===== src/rtl/nrzi_destuff_rx_if.sv =====
// -----------------------------------------------------------------------------
// nrzi_destuff_rx_if
//   Bundle between the line sampler, the NRZI de-stuffing receiver and the
//   byte layer.
//
//   Sampler -> receiver:
//     line_in        sampled line level, meaningful only with line_valid
//     line_valid     one-cycle strobe, one line bit per strobe
//     frame          high while a packet is on the line
//   Receiver -> byte layer:
//     data_byte      last assembled byte (LSB = first data bit), held
//     byte_valid     one-cycle pulse, data_byte is new this cycle
//     stuff_err      one-cycle pulse on a stuffing violation
//     eop            one-cycle pulse when the frame ends
//     trailing_bits  data bits of the unfinished byte at frame end (with eop)
//
//   master: the side that feeds line samples and consumes decoded bytes.
//   slave : the receiver itself.
// -----------------------------------------------------------------------------
interface nrzi_destuff_rx_if;
    logic       line_in;
    logic       line_valid;
    logic       frame;
    logic [7:0] data_byte;
    logic       byte_valid;
    logic       stuff_err;
    logic       eop;
    logic [2:0] trailing_bits;

    modport master (
        output line_in,
        output line_valid,
        output frame,
        input  data_byte,
        input  byte_valid,
        input  stuff_err,
        input  eop,
        input  trailing_bits
    );

    modport slave (
        input  line_in,
        input  line_valid,
        input  frame,
        output data_byte,
        output byte_valid,
        output stuff_err,
        output eop,
        output trailing_bits
    );
endinterface


===== src/rtl/nrzi_destuff_rx.sv =====
// -----------------------------------------------------------------------------
// nrzi_destuff_rx
//   Receive-side NRZI decoder with bit de-stuffing and LSB-first byte assembly.
//   A line level equal to the previous level decodes as 1, a change as 0.
//   After STUFF_LEN consecutive decoded 1s the transmitter inserts a 0, which
//   is checked and dropped here; a 1 in that slot is a stuffing violation and
//   the rest of the frame is ignored.
//
//   Parameters:
//     STUFF_LEN   consecutive 1s after which the next bit is a stuffed bit
//     IDLE_LEVEL  line level assumed before the first bit of a frame
//
//   Ports:
//     clk       system clock, all state on the rising edge
//     areset_n  asynchronous active-low reset
//     rx        nrzi_destuff_rx_if.slave (line samples in, bytes/status out)
//
//   All outputs are registered: byte_valid, stuff_err and eop appear on the
//   cycle after the clock edge that accepted the corresponding strobe/frame
//   fall.
// -----------------------------------------------------------------------------
module nrzi_destuff_rx #(
    parameter int unsigned STUFF_LEN  = 6,
    parameter bit          IDLE_LEVEL = 1'b1
) (
    input  logic             clk,
    input  logic             areset_n,
    nrzi_destuff_rx_if.slave rx
);

    localparam int unsigned       ONES_W      = $clog2(STUFF_LEN + 1);
    localparam logic [ONES_W-1:0] STUFF_LEN_C = ONES_W'(STUFF_LEN);

    typedef enum logic [1:0] {
        S_IDLE  = 2'd0,
        S_RUN   = 2'd1,
        S_STUFF = 2'd2,
        S_ERR   = 2'd3
    } state_t;

    state_t            state_q,      state_d;
    logic              prev_level_q, prev_level_d;
    logic [ONES_W-1:0] ones_cnt_q,   ones_cnt_d;
    logic [2:0]        bit_cnt_q,    bit_cnt_d;
    logic [7:0]        shift_q,      shift_d;
    logic [7:0]        data_byte_q,  data_byte_d;
    logic              byte_valid_q, byte_valid_d;
    logic              stuff_err_q,  stuff_err_d;
    logic              eop_q,        eop_d;
    logic [2:0]        trailing_q,   trailing_d;

    logic              ref_level;
    logic              dec_bit;
    logic              take_data;
    logic [ONES_W-1:0] ones_inc;

    // The first bit of a frame is decoded against the idle level even when it
    // arrives in the same cycle as the frame rise.
    always_comb begin
        ref_level = (state_q == S_IDLE) ? IDLE_LEVEL : prev_level_q;
        dec_bit   = (rx.line_in == ref_level);
        ones_inc  = ones_cnt_q + ONES_W'(1);
    end

    always_comb begin
        state_d      = state_q;
        prev_level_d = prev_level_q;
        ones_cnt_d   = ones_cnt_q;
        bit_cnt_d    = bit_cnt_q;
        shift_d      = shift_q;
        data_byte_d  = data_byte_q;
        trailing_d   = trailing_q;
        byte_valid_d = 1'b0;
        stuff_err_d  = 1'b0;
        eop_d        = 1'b0;
        take_data    = 1'b0;

        case (state_q)
            S_IDLE: begin
                prev_level_d = IDLE_LEVEL;
                ones_cnt_d   = '0;
                bit_cnt_d    = '0;
                shift_d      = '0;
                if (rx.frame) begin
                    state_d   = S_RUN;
                    take_data = rx.line_valid;
                end
            end

            S_RUN: begin
                if (rx.frame) begin
                    take_data = rx.line_valid;
                end
            end

            // The bit after a full run of ones must be a 0; it carries no data
            // but still updates the line reference level.
            S_STUFF: begin
                if (rx.frame && rx.line_valid) begin
                    prev_level_d = rx.line_in;
                    if (dec_bit) begin
                        stuff_err_d = 1'b1;
                        state_d     = S_ERR;
                    end else begin
                        ones_cnt_d = '0;
                        state_d    = S_RUN;
                    end
                end
            end

            S_ERR: begin
                // Everything on the line is ignored until the frame ends.
            end

            default: begin
                state_d = S_IDLE;
            end
        endcase

        // Frame fall wins over any strobe in the same cycle; the unfinished
        // byte is dropped and only its bit count is reported.
        if ((state_q != S_IDLE) && !rx.frame) begin
            state_d      = S_IDLE;
            eop_d        = 1'b1;
            trailing_d   = (state_q == S_ERR) ? 3'd0 : bit_cnt_q;
            prev_level_d = IDLE_LEVEL;
            ones_cnt_d   = '0;
            bit_cnt_d    = '0;
            shift_d      = '0;
        end

        // Data bit: lands at position bit_cnt, LSB first. The ones run is not
        // reset at byte boundaries, so stuffing spans bytes.
        if (take_data) begin
            prev_level_d       = rx.line_in;
            shift_d[bit_cnt_q] = dec_bit;
            bit_cnt_d          = bit_cnt_q + 3'd1;
            if (bit_cnt_q == 3'd7) begin
                data_byte_d  = shift_d;
                byte_valid_d = 1'b1;
            end
            if (dec_bit) begin
                ones_cnt_d = ones_inc;
                if (ones_inc == STUFF_LEN_C) begin
                    state_d = S_STUFF;
                end
            end else begin
                ones_cnt_d = '0;
            end
        end
    end

    always_ff @(posedge clk or negedge areset_n) begin
        if (!areset_n) begin
            state_q      <= S_IDLE;
            prev_level_q <= IDLE_LEVEL;
            ones_cnt_q   <= '0;
            bit_cnt_q    <= '0;
            shift_q      <= '0;
            data_byte_q  <= '0;
            byte_valid_q <= 1'b0;
            stuff_err_q  <= 1'b0;
            eop_q        <= 1'b0;
            trailing_q   <= '0;
        end else begin
            state_q      <= state_d;
            prev_level_q <= prev_level_d;
            ones_cnt_q   <= ones_cnt_d;
            bit_cnt_q    <= bit_cnt_d;
            shift_q      <= shift_d;
            data_byte_q  <= data_byte_d;
            byte_valid_q <= byte_valid_d;
            stuff_err_q  <= stuff_err_d;
            eop_q        <= eop_d;
            trailing_q   <= trailing_d;
        end
    end

    assign rx.data_byte     = data_byte_q;
    assign rx.byte_valid    = byte_valid_q;
    assign rx.stuff_err     = stuff_err_q;
    assign rx.eop           = eop_q;
    assign rx.trailing_bits = trailing_q;

endmodule


===== src/flat_wrapper.sv =====
// flat-port wrapper written by rule: the top's interface ports become plain ports
module nrzi_destuff_rx_flat 
#(
    parameter int unsigned STUFF_LEN  = 6,
    parameter bit          IDLE_LEVEL = 1'b1
)
  (clk, areset_n, rx_line_in, rx_line_valid, rx_frame, rx_data_byte, rx_byte_valid, rx_stuff_err, rx_eop, rx_trailing_bits);
  nrzi_destuff_rx_if rx_i ();
  input  logic clk;
  input  logic areset_n;
  input wire logic [$bits(rx_i.line_in)-1:0] rx_line_in;
  input wire logic [$bits(rx_i.line_valid)-1:0] rx_line_valid;
  input wire logic [$bits(rx_i.frame)-1:0] rx_frame;
  output wire logic [$bits(rx_i.data_byte)-1:0] rx_data_byte;
  output wire logic [$bits(rx_i.byte_valid)-1:0] rx_byte_valid;
  output wire logic [$bits(rx_i.stuff_err)-1:0] rx_stuff_err;
  output wire logic [$bits(rx_i.eop)-1:0] rx_eop;
  output wire logic [$bits(rx_i.trailing_bits)-1:0] rx_trailing_bits;
  assign rx_i.line_in = rx_line_in;
  assign rx_i.line_valid = rx_line_valid;
  assign rx_i.frame = rx_frame;
  assign rx_data_byte = rx_i.data_byte;
  assign rx_byte_valid = rx_i.byte_valid;
  assign rx_stuff_err = rx_i.stuff_err;
  assign rx_eop = rx_i.eop;
  assign rx_trailing_bits = rx_i.trailing_bits;
  nrzi_destuff_rx #(.STUFF_LEN(STUFF_LEN), .IDLE_LEVEL(IDLE_LEVEL)) u_core (.clk(clk), .areset_n(areset_n), .rx(rx_i));
endmodule

===== config.mk =====
export PLATFORM = sky130hd
export DESIGN_NAME = nrzi_destuff_rx_flat
export DESIGN_NICKNAME = d
export VERILOG_FILES = /design/src/rtl/nrzi_destuff_rx_if.sv /design/src/rtl/nrzi_destuff_rx.sv /design/src/flat_wrapper.sv
export SDC_FILE = /design/constraint.sdc
export NUM_CORES = 1
export LEC_CHECK = 0
export CAP_MARGIN = 20
export CORE_AREA = 2 2 56 58
export DETAILED_ROUTE_END_ITERATION = 7
export DIE_AREA = 0 0 58 60
export PLACE_DENSITY = 0.79
export RECOVER_POWER = 100
export SYNTH_ARGS = -nofsm -noshare
export SYNTH_HDL_FRONTEND = slang
export SYNTH_SLANG_ARGS = --single-unit

===== constraint.sdc =====
create_clock -name clk -period 2.7 [get_ports clk]
set_input_delay 0.27 -clock clk [delete_from_list [all_inputs] [get_ports clk]]
set_output_delay 0.27 -clock clk [all_outputs]
set_load 0.005 [all_outputs]

Word level (Yosys, flattened, before mapping)
Index checks and enable logic that the tools add are counted.
- muxes and demuxes: 37
- $add $sub $neg: 2
- eq/ne operators: 8
- order comparisons: 2
- reductions and logical operators: 12
- operators by type and width (cell ; number):
    $mux 3 ; 9
    $mux 8 ; 3
    $mux 2 ; 7
    $mux 1 ; 13
    $bwmux 8 ; 1
    $add 3x1->3 const B ; 2
    $eq 3x3->1 const B ; 2
    $pmux 3 s2 ; 1
    $eq 2x2->1 const B ; 2
    $lt 3x4->1 const B ; 1
    $ne 4x1->1 const B ; 1
    $ne 4x4->1 const B ; 1
    $pmux 2 s2 ; 1
    $reduce_and 2->1 ; 2
    $reduce_bool 4->1 ; 1
    $demux 1 s3 ; 1
    $ge 3x1->1 const B ; 1
    $logic_and 1x1->1 ; 3
    $reduce_and 3->1 ; 1
    $reduce_bool 3->1 ; 1
    $eq 2x1->1 const B ; 1
    $logic_not 2->1 ; 1
    $pmux 1 s2 ; 1
    $reduce_bool 2->1 ; 1
    3 further kinds ; 3
- output and inout bits: 14
- logic and storage cells: 71
- input port bits: 5
- bits in registers: 31

Logic depth before layout (Yosys ltp)
- depth after elaboration: 10
- depth in mapped cells: 7
- mapped depth without buffers: 6

Least setup slack after synthesis
No wires, ideal clock.
- kind: flip-flop to flip-flop
- start: reg u_core.bit_cnt_q[0]
- end: reg u_core.data_byte_q[0] (netlist: u_core.rx.data_byte[0])
- cell stages (with the launch flop): 7
- library setup time: 0.092 ns
- data required time: 2.608 ns
- buffers on the path: 1
- clock period less this slack: 1.595 ns
- slack: 1.105 ns
- data arrival time: 1.503 ns
- path through: dfrtp_1 ha_1 ha_1 nand4b_4 buf_6 or3_4 o31ai_2
- cells in the longest elaborated chain, start to end: 5
- elaborated cells on any way between the ends: 8
- classes of those cells: 2 x order compare; 1 x eq/ne; 3 x mux; 2 x reduce/logical
- RTL lines (element ; RTL line ; source):
    from (decl) ; nrzi_destuff_rx.sv:44 ; logic [2:0] bit_cnt_q, bit_cnt_d;
    from (signal assigned) ; nrzi_destuff_rx.sv:169 ; bit_cnt_q <= bit_cnt_d;
    $lt 3x4->1 (not written as such) / $ge 3x1->1 (equally long branches) ; nrzi_destuff_rx.sv:136 ; shift_d[bit_cnt_q] = dec_bit;
    $logic_and 1x1->1 (not written as such) ; nrzi_destuff_rx.sv:136 ;
    $mux 1 (not written as such) ; nrzi_destuff_rx.sv:136 ;
    $demux 1 s3 ; -- ;
    $bwmux 8 ; nrzi_destuff_rx.sv:136 ;
    to (signal assigned) ; nrzi_destuff_rx.sv:171 ; data_byte_q <= data_byte_d;
    to (decl) ; nrzi_destuff_rx.sv:46 ; logic [7:0] data_byte_q, data_byte_d;
Several ways; a longest one is shown, not always the timed one.
A chain may end at the register's enable or synchronous reset.

Final worst setup path
- start: reg u_core.bit_cnt_q[0]
- end: reg u_core.data_byte_q[7] (netlist: u_core.rx.data_byte[7])
Same word-level chain as after synthesis.

==> metrics <==
Layout Cells excl Fill around 200; maximum clock frequency 478.8 MHz; transition time at the pin with the least slew margin 1.682 ns; met1 GRT Util about a quarter; Finish-stage setup viols 0; power per cell area 451.7 nW/um2; average wire per standard cell 16.40 um; maximum clock insertion buffer count 2; Reg area 777.0 um2; number of core rows 20; post-DR vias/cell 6.208; largest fanout on the critical path 15; met2 global-route usage about two fifths; met3 capacity usage during global routing 4.545%; leading cell types by total area after synthesis dfrtp_1 (48%), mux2i_1 (4.5%), nand2_1 (3.8%); library cells used by synthesis between 40 and 50; area share of the largest cell type after synthesis 47.77%; portion of the post-synthesis area used by sequential elements ~49%; critical path data arrival time 2.35 ns; Post-Route Skew around 0.0085 ns; proportion of layout cells with a drive suffix above 1 11.83%; clock tree from TritonCTS yes; layer with the highest usage met2; number of buffers added by the clock tree synthesis step 5; type of the worst setup path reg -> reg; cell type with the highest aggregate area in the netlist dfrtp_1; maximum number of pins on one net before global-route repair 32; number of top-level pins 19; remaining routing DRC violations 0; root buf cell clkbuf_4; sum of overflow across all layers after global routing 0; switching power 0.0002214 W; antenna violations before repair 0; relative contribution of the clock network to total power 31.6%; number of hold violations in the final report 0; pins over their slew limit 32; HPWL reported at the end of detailed placement 2315 um; Layout Cell Area excl Fill 1826 um2; Die Height 60 um; synthesis-to-finish area growth 16.16%; number of enable flip-flop cells after synthesis 0; fraction of the cycle the final worst path needs 77.36%; Antenna diodes 0; Yosys warning count 0; max-cap viol count 1; core area 2903 um2; worst reg2reg setup slack 0.61 ns; Logic pwr share a little under a tenth; Rel. slew slack -12.13%; mean instance size in the synthesized netlist 10.76 um2; net count after synthesis 155; Peak VDD IR 0.3116 mV; post-CTS clock slew at the launch and capture registers of the worst setup and hold paths around 0.1 ns; netlist area before placement 1572 um2; number of instances resized during post-cts repair 0; run status finished, violations left; GRT Total Usage 21.51%; hold-fix buffers at CTS 0; leakage power figure approximately 0.88 nW; number of input and output port buffers inserted 18; final wirelength 3313 um; drt first-iter violations 38; total negative setup slack 0 ns; gate count of the mapped netlist 146; unrepaired setup endpoints after global routing no; DIE AREA 3480 um2; global-route wire length before repair between 5000 and 6000 um; placement-stage worst setup slack 0.5814 ns; final critical delay including setup and external delays approximately 2.1 ns; clock latency reported for the late side of the worst-skew pair 0.34 ns; share of total power in sequential cells 58.8%; dpl cell area 1790 um2; number of iterations in the first detailed-routing pass 4; violations in the final reports max-capacitance violations, max-slew violations; multi-input combinational cell area ~720 um2; prevailing post-synth register cell dfrtp_1; Internal Dissipation 0.0006031 W; required time worst endpoint 2.96 ns; number of fillers in the final layout 248; routed vias 1,254; most frequent cell after synthesis dfrtp_1; Initial Utilization a little over half; buffers inserted during post-CTS setup optimization 0; worst hold path type reg -> reg; share of flip-flops with an asynchronous set or reset after synthesis 100.0%; Final #Nets 177; Worst Setup Start Kind register; commonest cells in the netlist dfrtp_1 (30), nand2_1 (16), nor2b_1 (9); Yosys reg bits 31; Routability Congestion 0.8513; min setup slack post-route 0.6114 ns; number of H-tree levels 2; vias in the first global route 1,229; Crit. End Element register; hold slack 0.4965 ns; CTS Sinks 31; switching share of power 26.86%; remaining number of nets flagged by the antenna check after routing 0; Die X approximately 58 um; cell count after placement 194
[registers in the layout (all words and copies together) (netlist names)]
register                 count
u_core.rx.eop                1
u_core.prev_level_q          1
u_core.rx.trailing_bits      3
u_core.ones_cnt_q            3
u_core.rx.data_byte          8
u_core.state_q               2
u_core.shift_q               8
u_core.bit_cnt_q             3
u_core.rx.stuff_err          1
u_core.rx.byte_valid         1
[per-stage QoR]
step	power [W]	utilization, %
2_1_floorplan	0.0005358	-
3_3_place_gp	0.0005750	61.68
3_5_place_dp	0.0005778	61.68
4_1_cts	0.0008344	63.49
5_1_grt	0.0008621	62.89
6_report	0.0008245	62.89
[cell usage in the layout (no fill, tap or decap), drive strengths merged, types with 5 or more instances in the layout]
cell / count
mux2i: 7
dlygate4sd3: 16
nor2b: 9
a32oi: 5
inv: 5
o31ai: 5
nand2b: 5
dfrtp: 30
clkbuf: 7
o21ai: 7
nand2: 16
nand3: 5
[power by group through the flow]
| stage | Sequential (W) | Combinational, W | Clock, W |
|---|---|---|---|
| 2_1_floorplan | 0.000491 | 0.0000451 | 0 |
| 3_3_place_gp | 0.000493 | 0.0000817 | 0 |
| 3_5_place_dp | 0.000494 | 0.0000835 | 0 |
| 4_1_cts | 0.000485 | 0.0000843 | 0.000265 |
| 5_1_grt | 0.000486 | 0.0000890 | 0.000287 |
| 6_report | 0.000485 | 0.0000791 | 0.000261 |
[routing by layer]
metal	wire length (um)	vias to the layer above
met2	1752	40
met5	0	-
met4	72	0
met3	177	9
li1	-	586
met1	1311	619
[path summary, 6_finish.rpt]
kind | from | end | cells after the start
hold / removal | u_core.rx.data_byte[6] | u_core.rx.data_byte[6] | 2
min in group asynchronous | areset_n | u_core.shift_q[4] | 2
hold reg to reg | u_core.rx.data_byte[6] | u_core.rx.data_byte[6] | 2
setup / recovery | u_core.bit_cnt_q[0] | u_core.rx.data_byte[7] | 6
setup reg to reg | u_core.bit_cnt_q[0] | u_core.rx.data_byte[7] | 6
max in group asynchronous | areset_n | u_core.bit_cnt_q[1] | 2
[worst max-delay path: stages, from the launching register on]
cell and delay [ns]:
dfrtp_1 0.63, ha_1 0.23, ha_1 0.19, nand4b_4 0.22
nor3b_2 0.45, a32oi_1 0.18, o21ai_0 0.11
[logic make-up (layout without fill, tap and decap cells)]
group / count (synthesis) / count (layout) / synth area share (%)
adders and majority gates: 4 / 4 / 3.185
buffers and inverters: 14 / 37 / 4.219
muxes: 7 / 7 / 4.459
AOI/OAI and AO/OA: 40 / 40 / 19.43
xor gates and xnor gates: 3 / 3 / 1.672
DFF: 31 / 31 / 49.44
and+or+nand+nor: 47 / 47 / 17.60
[layout make-up]
type	instances	share of cell area, %
Sequential cell	31	42.56
Tap cell	33	2.262
Clock buffer	5	2.056
Timing Repair Buffer	24	11.93
Multi-Input combinational cell	101	39.34
Clock inverter	3	0.8225
Inverter	5	1.028
(Power assumes the default switching activity.)
